===== src/rtl/riscv_mem_pkg.sv =====
// Shared funct3 encodings, LSU state type and access-decode helpers for the MEM-stage LSU.
package riscv_mem_pkg;

    localparam logic [2:0] F3_B  = 3'b000;
    localparam logic [2:0] F3_H  = 3'b001;
    localparam logic [2:0] F3_W  = 3'b010;
    localparam logic [2:0] F3_BU = 3'b100;
    localparam logic [2:0] F3_HU = 3'b101;

    typedef enum logic [1:0] {
        StIdle,
        StBusy,
        StDone
    } lsu_state_t;

    // Loads accept LB/LH/LW/LBU/LHU, stores accept SB/SH/SW; read and write together is illegal.
    function automatic logic op_is_legal(input logic rd, input logic wr, input logic [2:0] f3);
        logic legal;
        legal = 1'b0;
        if (rd && wr) begin
            legal = 1'b0;
        end else if (wr) begin
            legal = (f3 == F3_B) || (f3 == F3_H) || (f3 == F3_W);
        end else if (rd) begin
            legal = (f3 == F3_B) || (f3 == F3_H) || (f3 == F3_W) ||
                    (f3 == F3_BU) || (f3 == F3_HU);
        end
        return legal;
    endfunction

    function automatic logic is_misaligned(input logic [2:0] f3, input logic [1:0] lsb);
        logic mis;
        case (f3)
            F3_H, F3_HU: mis = lsb[0];
            F3_W:        mis = (lsb != 2'b00);
            default:     mis = 1'b0;
        endcase
        return mis;
    endfunction

    // Halves use only addr[1], so a misaligned half lands on its naturally aligned lane.
    function automatic logic [3:0] byte_enable(input logic wr, input logic [2:0] f3,
                                               input logic [1:0] lsb);
        logic [3:0] be;
        if (!wr) begin
            be = 4'hF;
        end else begin
            case (f3)
                F3_B:    be = 4'b0001 << lsb;
                F3_H:    be = 4'b0011 << {lsb[1], 1'b0};
                default: be = 4'hF;
            endcase
        end
        return be;
    endfunction

    function automatic logic [31:0] store_lanes(input logic [2:0] f3, input logic [31:0] data);
        logic [31:0] lanes;
        case (f3)
            F3_B:    lanes = {4{data[7:0]}};
            F3_H:    lanes = {2{data[15:0]}};
            default: lanes = data;
        endcase
        return lanes;
    endfunction

endpackage


===== src/rtl/mem_stage_lsu_if.sv =====
// Data-memory req/ack bus between the MEM-stage LSU (master) and the data memory (slave).
interface mem_stage_lsu_if;
    logic        req;
    logic        we;
    logic [31:0] addr;
    logic [3:0]  be;
    logic [31:0] wdata;
    logic [31:0] rdata;
    logic        ack;

    modport master (
        output req, we, addr, be, wdata,
        input  rdata, ack
    );

    modport slave (
        input  req, we, addr, be, wdata,
        output rdata, ack
    );
endinterface


===== src/rtl/load_extend.sv =====
// Selects the addressed byte/half of a load word and sign- or zero-extends it to 32 bits.
module load_extend
    import riscv_mem_pkg::*;
(
    input  logic [31:0] rdata_i,
    input  logic [1:0]  addr_i,
    input  logic [2:0]  funct3_i,
    output logic [31:0] data_o
);
    logic [7:0]  byte_sel;
    logic [15:0] half_sel;

    always_comb begin
        byte_sel = rdata_i[{addr_i, 3'b000} +: 8];
        half_sel = addr_i[1] ? rdata_i[31:16] : rdata_i[15:0];
        case (funct3_i)
            F3_B:    data_o = {{24{byte_sel[7]}}, byte_sel};
            F3_H:    data_o = {{16{half_sel[15]}}, half_sel};
            F3_W:    data_o = rdata_i;
            F3_BU:   data_o = {24'h0, byte_sel};
            F3_HU:   data_o = {16'h0, half_sel};
            default: data_o = '0;
        endcase
    end
endmodule


===== src/rtl/mem_stage_lsu.sv =====
// MEM-stage load/store unit: runs EX/MEM loads/stores over a req/ack bus and stalls until done.
// Define MISALIGN_TRAP_EN to trap misaligned accesses instead of issuing them truncated.
module mem_stage_lsu
    import riscv_mem_pkg::*;
#(
    parameter int unsigned TIMEOUT_CYCLES = 15
) (
    input  logic            clk,
    input  logic            rst,
    input  logic            mem_read_i,
    input  logic            mem_write_i,
    input  logic [31:0]     addr_i,
    input  logic [31:0]     store_data_i,
    input  logic [2:0]      funct3_i,
    output logic            stall_o,
    output logic [31:0]     load_data_o,
    output logic            done_o,
    output logic            err_o,
    output logic            misalign_o,
    mem_stage_lsu_if.master dmem
);
    localparam logic [3:0] TimeoutCnt = 4'(TIMEOUT_CYCLES);

    lsu_state_t  state_q, state_d;
    logic [3:0]  cnt_q, cnt_d;
    logic [31:0] addr_q, addr_d;
    logic [2:0]  funct3_q, funct3_d;
    logic        we_q, we_d;
    logic [3:0]  be_q, be_d;
    logic [31:0] wdata_q, wdata_d;
    logic [31:0] load_data_q, load_data_d;
    logic        err_q, err_d;
    logic        misalign_q, misalign_d;

    logic        op;
    logic        legal;
    logic        trap;
    logic        busy;
    logic [3:0]  cnt_inc;
    logic [31:0] ext_data;

    assign op      = mem_read_i | mem_write_i;
    assign legal   = op_is_legal(mem_read_i, mem_write_i, funct3_i);
    assign cnt_inc = cnt_q + 4'd1;

`ifdef MISALIGN_TRAP_EN
    assign trap = is_misaligned(funct3_i, addr_i[1:0]);
`else
    // Without trapping, misalign_q never sets and misalign_o folds to a constant 0.
    assign trap = 1'b0;
`endif

    load_extend u_load_extend (
        .rdata_i  (dmem.rdata),
        .addr_i   (addr_q[1:0]),
        .funct3_i (funct3_q),
        .data_o   (ext_data)
    );

    always_comb begin
        state_d     = state_q;
        cnt_d       = cnt_q;
        addr_d      = addr_q;
        funct3_d    = funct3_q;
        we_d        = we_q;
        be_d        = be_q;
        wdata_d     = wdata_q;
        load_data_d = load_data_q;
        err_d       = err_q;
        misalign_d  = misalign_q;
        stall_o     = 1'b0;

        unique case (state_q)
            StIdle: begin
                stall_o = op;
                if (op) begin
                    load_data_d = '0;
                    err_d       = 1'b0;
                    misalign_d  = 1'b0;
                    if (!legal) begin
                        err_d   = 1'b1;
                        state_d = StDone;
                    end else if (trap) begin
                        misalign_d = 1'b1;
                        state_d    = StDone;
                    end else begin
                        addr_d   = addr_i;
                        funct3_d = funct3_i;
                        we_d     = mem_write_i;
                        be_d     = byte_enable(mem_write_i, funct3_i, addr_i[1:0]);
                        wdata_d  = store_lanes(funct3_i, store_data_i);
                        cnt_d    = '0;
                        state_d  = StBusy;
                    end
                end
            end
            StBusy: begin
                stall_o = 1'b1;
                // An ack arriving on the expiry cycle still completes the access normally.
                if (dmem.ack) begin
                    load_data_d = we_q ? '0 : ext_data;
                    state_d     = StDone;
                end else if (cnt_inc == TimeoutCnt) begin
                    load_data_d = '0;
                    err_d       = 1'b1;
                    state_d     = StDone;
                end else begin
                    cnt_d = cnt_inc;
                end
            end
            StDone: begin
                state_d = StIdle;
            end
            default: begin
                state_d = StIdle;
            end
        endcase
    end

    always_ff @(posedge clk) begin
        if (rst) begin
            state_q     <= StIdle;
            cnt_q       <= '0;
            addr_q      <= '0;
            funct3_q    <= '0;
            we_q        <= 1'b0;
            be_q        <= '0;
            wdata_q     <= '0;
            load_data_q <= '0;
            err_q       <= 1'b0;
            misalign_q  <= 1'b0;
        end else begin
            state_q     <= state_d;
            cnt_q       <= cnt_d;
            addr_q      <= addr_d;
            funct3_q    <= funct3_d;
            we_q        <= we_d;
            be_q        <= be_d;
            wdata_q     <= wdata_d;
            load_data_q <= load_data_d;
            err_q       <= err_d;
            misalign_q  <= misalign_d;
        end
    end

    assign busy   = (state_q == StBusy);
    assign done_o = (state_q == StDone);

    assign load_data_o = done_o ? load_data_q : '0;
    assign err_o       = done_o & err_q;
    assign misalign_o  = done_o & misalign_q;

    // Bus fields are zeroed outside BUSY so the memory never sees stale request data.
    assign dmem.req   = busy;
    assign dmem.we    = busy & we_q;
    assign dmem.addr  = busy ? {addr_q[31:2], 2'b00} : '0;
    assign dmem.be    = busy ? be_q : '0;
    assign dmem.wdata = busy ? wdata_q : '0;

endmodule


===== src/flat_wrapper.sv =====
// flat-port wrapper written by rule: the top's interface ports become plain ports
module mem_stage_lsu_flat import riscv_mem_pkg::*;
#(
    parameter int unsigned TIMEOUT_CYCLES = 15
)
  (clk, rst, mem_read_i, mem_write_i, addr_i, store_data_i, funct3_i, stall_o, load_data_o, done_o, err_o, misalign_o, dmem_req, dmem_we, dmem_addr, dmem_be, dmem_wdata, dmem_rdata, dmem_ack);
  mem_stage_lsu_if dmem_i ();
  input  logic clk;
  input  logic rst;
  input  logic mem_read_i;
  input  logic mem_write_i;
  input  logic [31:0] addr_i;
  input  logic [31:0] store_data_i;
  input  logic [2:0] funct3_i;
  output logic stall_o;
  output logic [31:0] load_data_o;
  output logic done_o;
  output logic err_o;
  output logic misalign_o;
  output wire logic [$bits(dmem_i.req)-1:0] dmem_req;
  output wire logic [$bits(dmem_i.we)-1:0] dmem_we;
  output wire logic [$bits(dmem_i.addr)-1:0] dmem_addr;
  output wire logic [$bits(dmem_i.be)-1:0] dmem_be;
  output wire logic [$bits(dmem_i.wdata)-1:0] dmem_wdata;
  input wire logic [$bits(dmem_i.rdata)-1:0] dmem_rdata;
  input wire logic [$bits(dmem_i.ack)-1:0] dmem_ack;
  assign dmem_req = dmem_i.req;
  assign dmem_we = dmem_i.we;
  assign dmem_addr = dmem_i.addr;
  assign dmem_be = dmem_i.be;
  assign dmem_wdata = dmem_i.wdata;
  assign dmem_i.rdata = dmem_rdata;
  assign dmem_i.ack = dmem_ack;
  mem_stage_lsu #(.TIMEOUT_CYCLES(TIMEOUT_CYCLES)) u_core (.clk(clk), .rst(rst), .mem_read_i(mem_read_i), .mem_write_i(mem_write_i), .addr_i(addr_i), .store_data_i(store_data_i), .funct3_i(funct3_i), .stall_o(stall_o), .load_data_o(load_data_o), .done_o(done_o), .err_o(err_o), .misalign_o(misalign_o), .dmem(dmem_i));
endmodule

===== config.mk =====
export PLATFORM = sky130hd
export DESIGN_NAME = mem_stage_lsu_flat
export DESIGN_NICKNAME = d
export VERILOG_FILES = /design/src/rtl/riscv_mem_pkg.sv /design/src/rtl/mem_stage_lsu_if.sv /design/src/rtl/load_extend.sv /design/src/rtl/mem_stage_lsu.sv /design/src/flat_wrapper.sv
export SDC_FILE = /design/constraint.sdc
export NUM_CORES = 1
export LEC_CHECK = 0
export CORE_MARGIN = 4
export CORE_UTILIZATION = 45
export CTS_BUF_LIST = sky130_fd_sc_hd__clkbuf_4 sky130_fd_sc_hd__clkbuf_8
export CTS_CLUSTER_SIZE = 25
export DETAILED_ROUTE_END_ITERATION = 8
export HOLD_SLACK_MARGIN = 0.03
export PLACE_DENSITY = 0.88
export SYNTH_ARGS = -nofsm -noshare
export SYNTH_HDL_FRONTEND = slang
export SYNTH_SLANG_ARGS = --single-unit

===== constraint.sdc =====
create_clock -name clk -period 3.7 [get_ports clk]
set_clock_uncertainty 0.1 [all_clocks]
set_input_delay 0.74 -clock clk [delete_from_list [all_inputs] [get_ports clk]]
set_output_delay 0.74 -clock clk [all_outputs]
set_load 0.005 [all_outputs]

==> flow_metrics.env <==
export IMPL_wl_per_cell_um=17.68
export IMPL_critPathTopFamily="buffers and inverters"
export IMPL_n_antenna_cell=0
export IMPL_grt_usage_pct=24.18
export IMPL_ir_drop_mv=0.2203
export IMPL_reg2reg_setup_slack_ns=0.91
export IMPL_multi_input_area_mm2=0.002929
export IMPL_htree_levels=3
export IMPL_slew_viol_final=0
export IMPL_critPathLaunchType="flip-flop"
export IMPL_arrival_ns=2.43
export IMPL_finalNonFillerCells=982
export IMPL_die_y_um=117.7
export IMPL_clock_path_buffers=2
export IMPL_finalCriticalPeriod_ns=3.270
export IMPL_hold_slack_ns=0.3558
export IMPL_finalSetupTns_ns=0
export IMPL_dp_cells=967
export IMPL_initial_utilization_pct=46.63
export IMPL_core_mm2=0.01161
export IMPL_drc=0
export IMPL_place_gp_congestion=0.9111
export IMPL_seq_area_frac_synth_pct=41.04
export IMPL_ff_latch_area_mm2=0.002222
export IMPL_antenna_found_initial=0
export IMPL_cts_buffers=9
export IMPL_cpMaxStageDelayCell="and2b_2"
export IMPL_crit_path_cell_trace="and2b_2 -> buf_4 -> and2_1 -> clkdlybuf4s50_1"
export IMPL_status="complete, no violations"
export IMPL_vias_per_cell=5.644
export IMPL_syn_cell_area_mm2=0.005415
export IMPL_cts_resized=0
export IMPL_grt_max_degree=57
export IMPL_holdBufCountCts=0
export IMPL_fillerInstances=962
export IMPL_placed_area_mm2=0.007543
export IMPL_worstSetupPathType="reg -> out"
export IMPL_critPathBufInv=2
export IMPL_first_global_vias=5651
export IMPL_synth_cells=658
export IMPL_clk_latency_ns=0.36
export IMPL_slew_headroom_pct=41.86
export IMPL_setup_violations=0
export IMPL_syn2layout_area_growth_pct=43.69
export IMPL_grt_pass1_wl_um=28040
export IMPL_final_util_pct=67.00
export IMPL_row_count=39
export IMPL_cts_root_buf="clkbuf_8"
export IMPL_synthDistinctLibCells=45
export IMPL_hold_class="reg -> reg"
export IMPL_die_w_um=117.7
export IMPL_cts_tree="built"
export IMPL_min_period_over_period_pct=88.38
export IMPL_max_stage_delay_ns=0.65
export IMPL_final_area_mm2=0.007781
export IMPL_drive_gt1_share_pct=5.959
export IMPL_first_pass_iters=7
export IMPL_max_cap_viol_count=0
export IMPL_hold_violations=0
export IMPL_fmax_mhz=305.8
export IMPL_postRouteWirelength_um=17360
export IMPL_worst_path_max_fanout=49
export IMPL_cp_required_ns=2.86
export IMPL_cts_sinks=111
export IMPL_drt_iter0_drc=473
export IMPL_ios=210
export IMPL_clk_pin_slew_worst_paths_ns=0.10
export IMPL_syn_area_per_cell_um2=8.230
export IMPL_ant_nets=0
export IMPL_end_kind="output pin"
export IMPL_p_per_area_mw_per_mm2=343.8
export IMPL_p_leak_nw=2.805
export IMPL_final_net_count=941
export IMPL_post_cts_buffers=0
export IMPL_portBuffers=206
export IMPL_gr_total_overflow=0
export IMPL_ys_warn_count=0
export IMPL_hpwlAfterDp_um=12950
export IMPL_rsz0062_at_grt="no"
export IMPL_worstMarginPinSlew_ns=0.8674
export IMPL_die_area_mm2=0.01385
export IMPL_synth_seq_cells=111
export IMPL_vias=5542
==> cells by family (layout without fill, tap and decap cells) <==
logic type | after synthesis | after routing | synth area share [%]
compound gates | 171 | 171 | 21.56
fa+ha+maj | 2 | 2 | 0.4620
buf+inv | 62 | 241 | 5.291
flops | 111 | 111 | 41.04
mux | 28 | 28 | 5.384
other cells | 1 | 3 | 0.06925
simple gates | 283 | 283 | 26.20
==> path summary, 6_finish.rpt <==
kind | start | end | depth (start not counted)
max | u_core.state_q[0] | dmem_addr[28] | 4
min | u_core.addr_q[9] | u_core.addr_q[9] | 2
max reg2reg | u_core.state_q[0] | u_core.load_data_q[5] | 7
min reg2reg | u_core.addr_q[9] | u_core.addr_q[9] | 2
==> cell type report <==
cell class              count  share of cell area (%)
well taps                 143                   2.299
inverters                   5                  0.2412
flip-flops and latches    111                   28.56
clock buffers              10                   1.688
clock inverters             5                   1.367
multi-input cells         487                   37.64
repair buffers            221                   28.20
==> Yosys cell counts (all sizes together) <==
cell | n | share of area, %
a32o | 1 | 0.18
nor3 | 10 | 1.1
nand4b | 1 | 0.16
a311o | 1 | 0.18
nand2b | 3 | 0.35
nor2 | 31 | 2.1
nand3 | 6 | 0.55
buf | 19 | 2.3
o21bai | 3 | 0.42
nor4 | 1 | 0.23
a21o | 3 | 0.42
inv | 5 | 0.35
nand2 | 115 | 8.0
a21oi | 75 | 7.0
o21ai | 11 | 1.1
clkbuf | 38 | 2.6
and4 | 1 | 0.16
a211oi | 11 | 1.5
mux2i | 19 | 3.5
mux2 | 9 | 1.9
or2 | 2 | 0.23
conb | 1 | 0.069
and2b | 2 | 0.28
o211ai | 8 | 1.1
a221oi | 9 | 1.5
a2111oi | 1 | 0.28
nor2b | 4 | 0.46
o21a | 1 | 0.14
and4b | 1 | 0.18
ha | 2 | 0.46
o2bb2ai | 32 | 5.2
a311oi | 8 | 1.3
nor3b | 3 | 0.42
and2 | 102 | 12
nor4b | 1 | 0.16
dfxtp | 111 | 41
a222oi | 7 | 1.3
==> per-stage QoR <==
stage / setup slack [ns] / total power [mW]
floorplan: 1.650 / 1.604
global placement: 0.6554 / 1.821
detailed placement: 0.4862 / 1.843
CTS: 0.3976 / 2.689
global route: 0.2540 / 2.789
finish: 0.4301 / 2.675
==> flip-flops by register name, summed over array words and instances (netlist names) <==
signal              flops
u_core.be_q             4
u_core.funct3_q         3
u_core.state_q          2
u_core.load_data_q     32
u_core.addr_q          32
u_core.we_q             1
u_core.err_q            1
u_core.wdata_q         32
u_core.cnt_q            4
==> report_power, final <==
part	internal [mW]	switching (mW)	total [mW]
Sequential	1.26	0.0409	1.30
Clock	0.456	0.400	0.856
Combinational	0.248	0.269	0.518
Total	1.97	0.710	2.67
==> tightest hold or removal path, cell delays in order, from the launching register on <==
cell,delay (ns)
dfxtp_1,0.32
nand2_1,0.05
a21oi_1,0.05
==> cells in the final DEF, fill, tap and decap left out, drive strengths merged, types with 9 or more instances in the layout <==
cell	count
a211oi	11
a21oi	75
a221oi	9
and2	102
buf	16
clkbuf	10
clkdlybuf4s50	205
dfxtp	111
mux2	9
mux2i	19
nand2	115
nor2	31
nor3	10
o21ai	11
o2bb2ai	32
==> metal layers <==
metal / GRT usage, % / routed length, um / share of wire, %
met1: 28.32 / 6842 / 39
met2: 39.96 / 8260 / 48
met3: 8.554 / 1687 / 9.7
met4: 10.55 / 567 / 3.3
met5: 0 / 0 / 0
No activity file was read; power rests on OpenSTA's default activity.
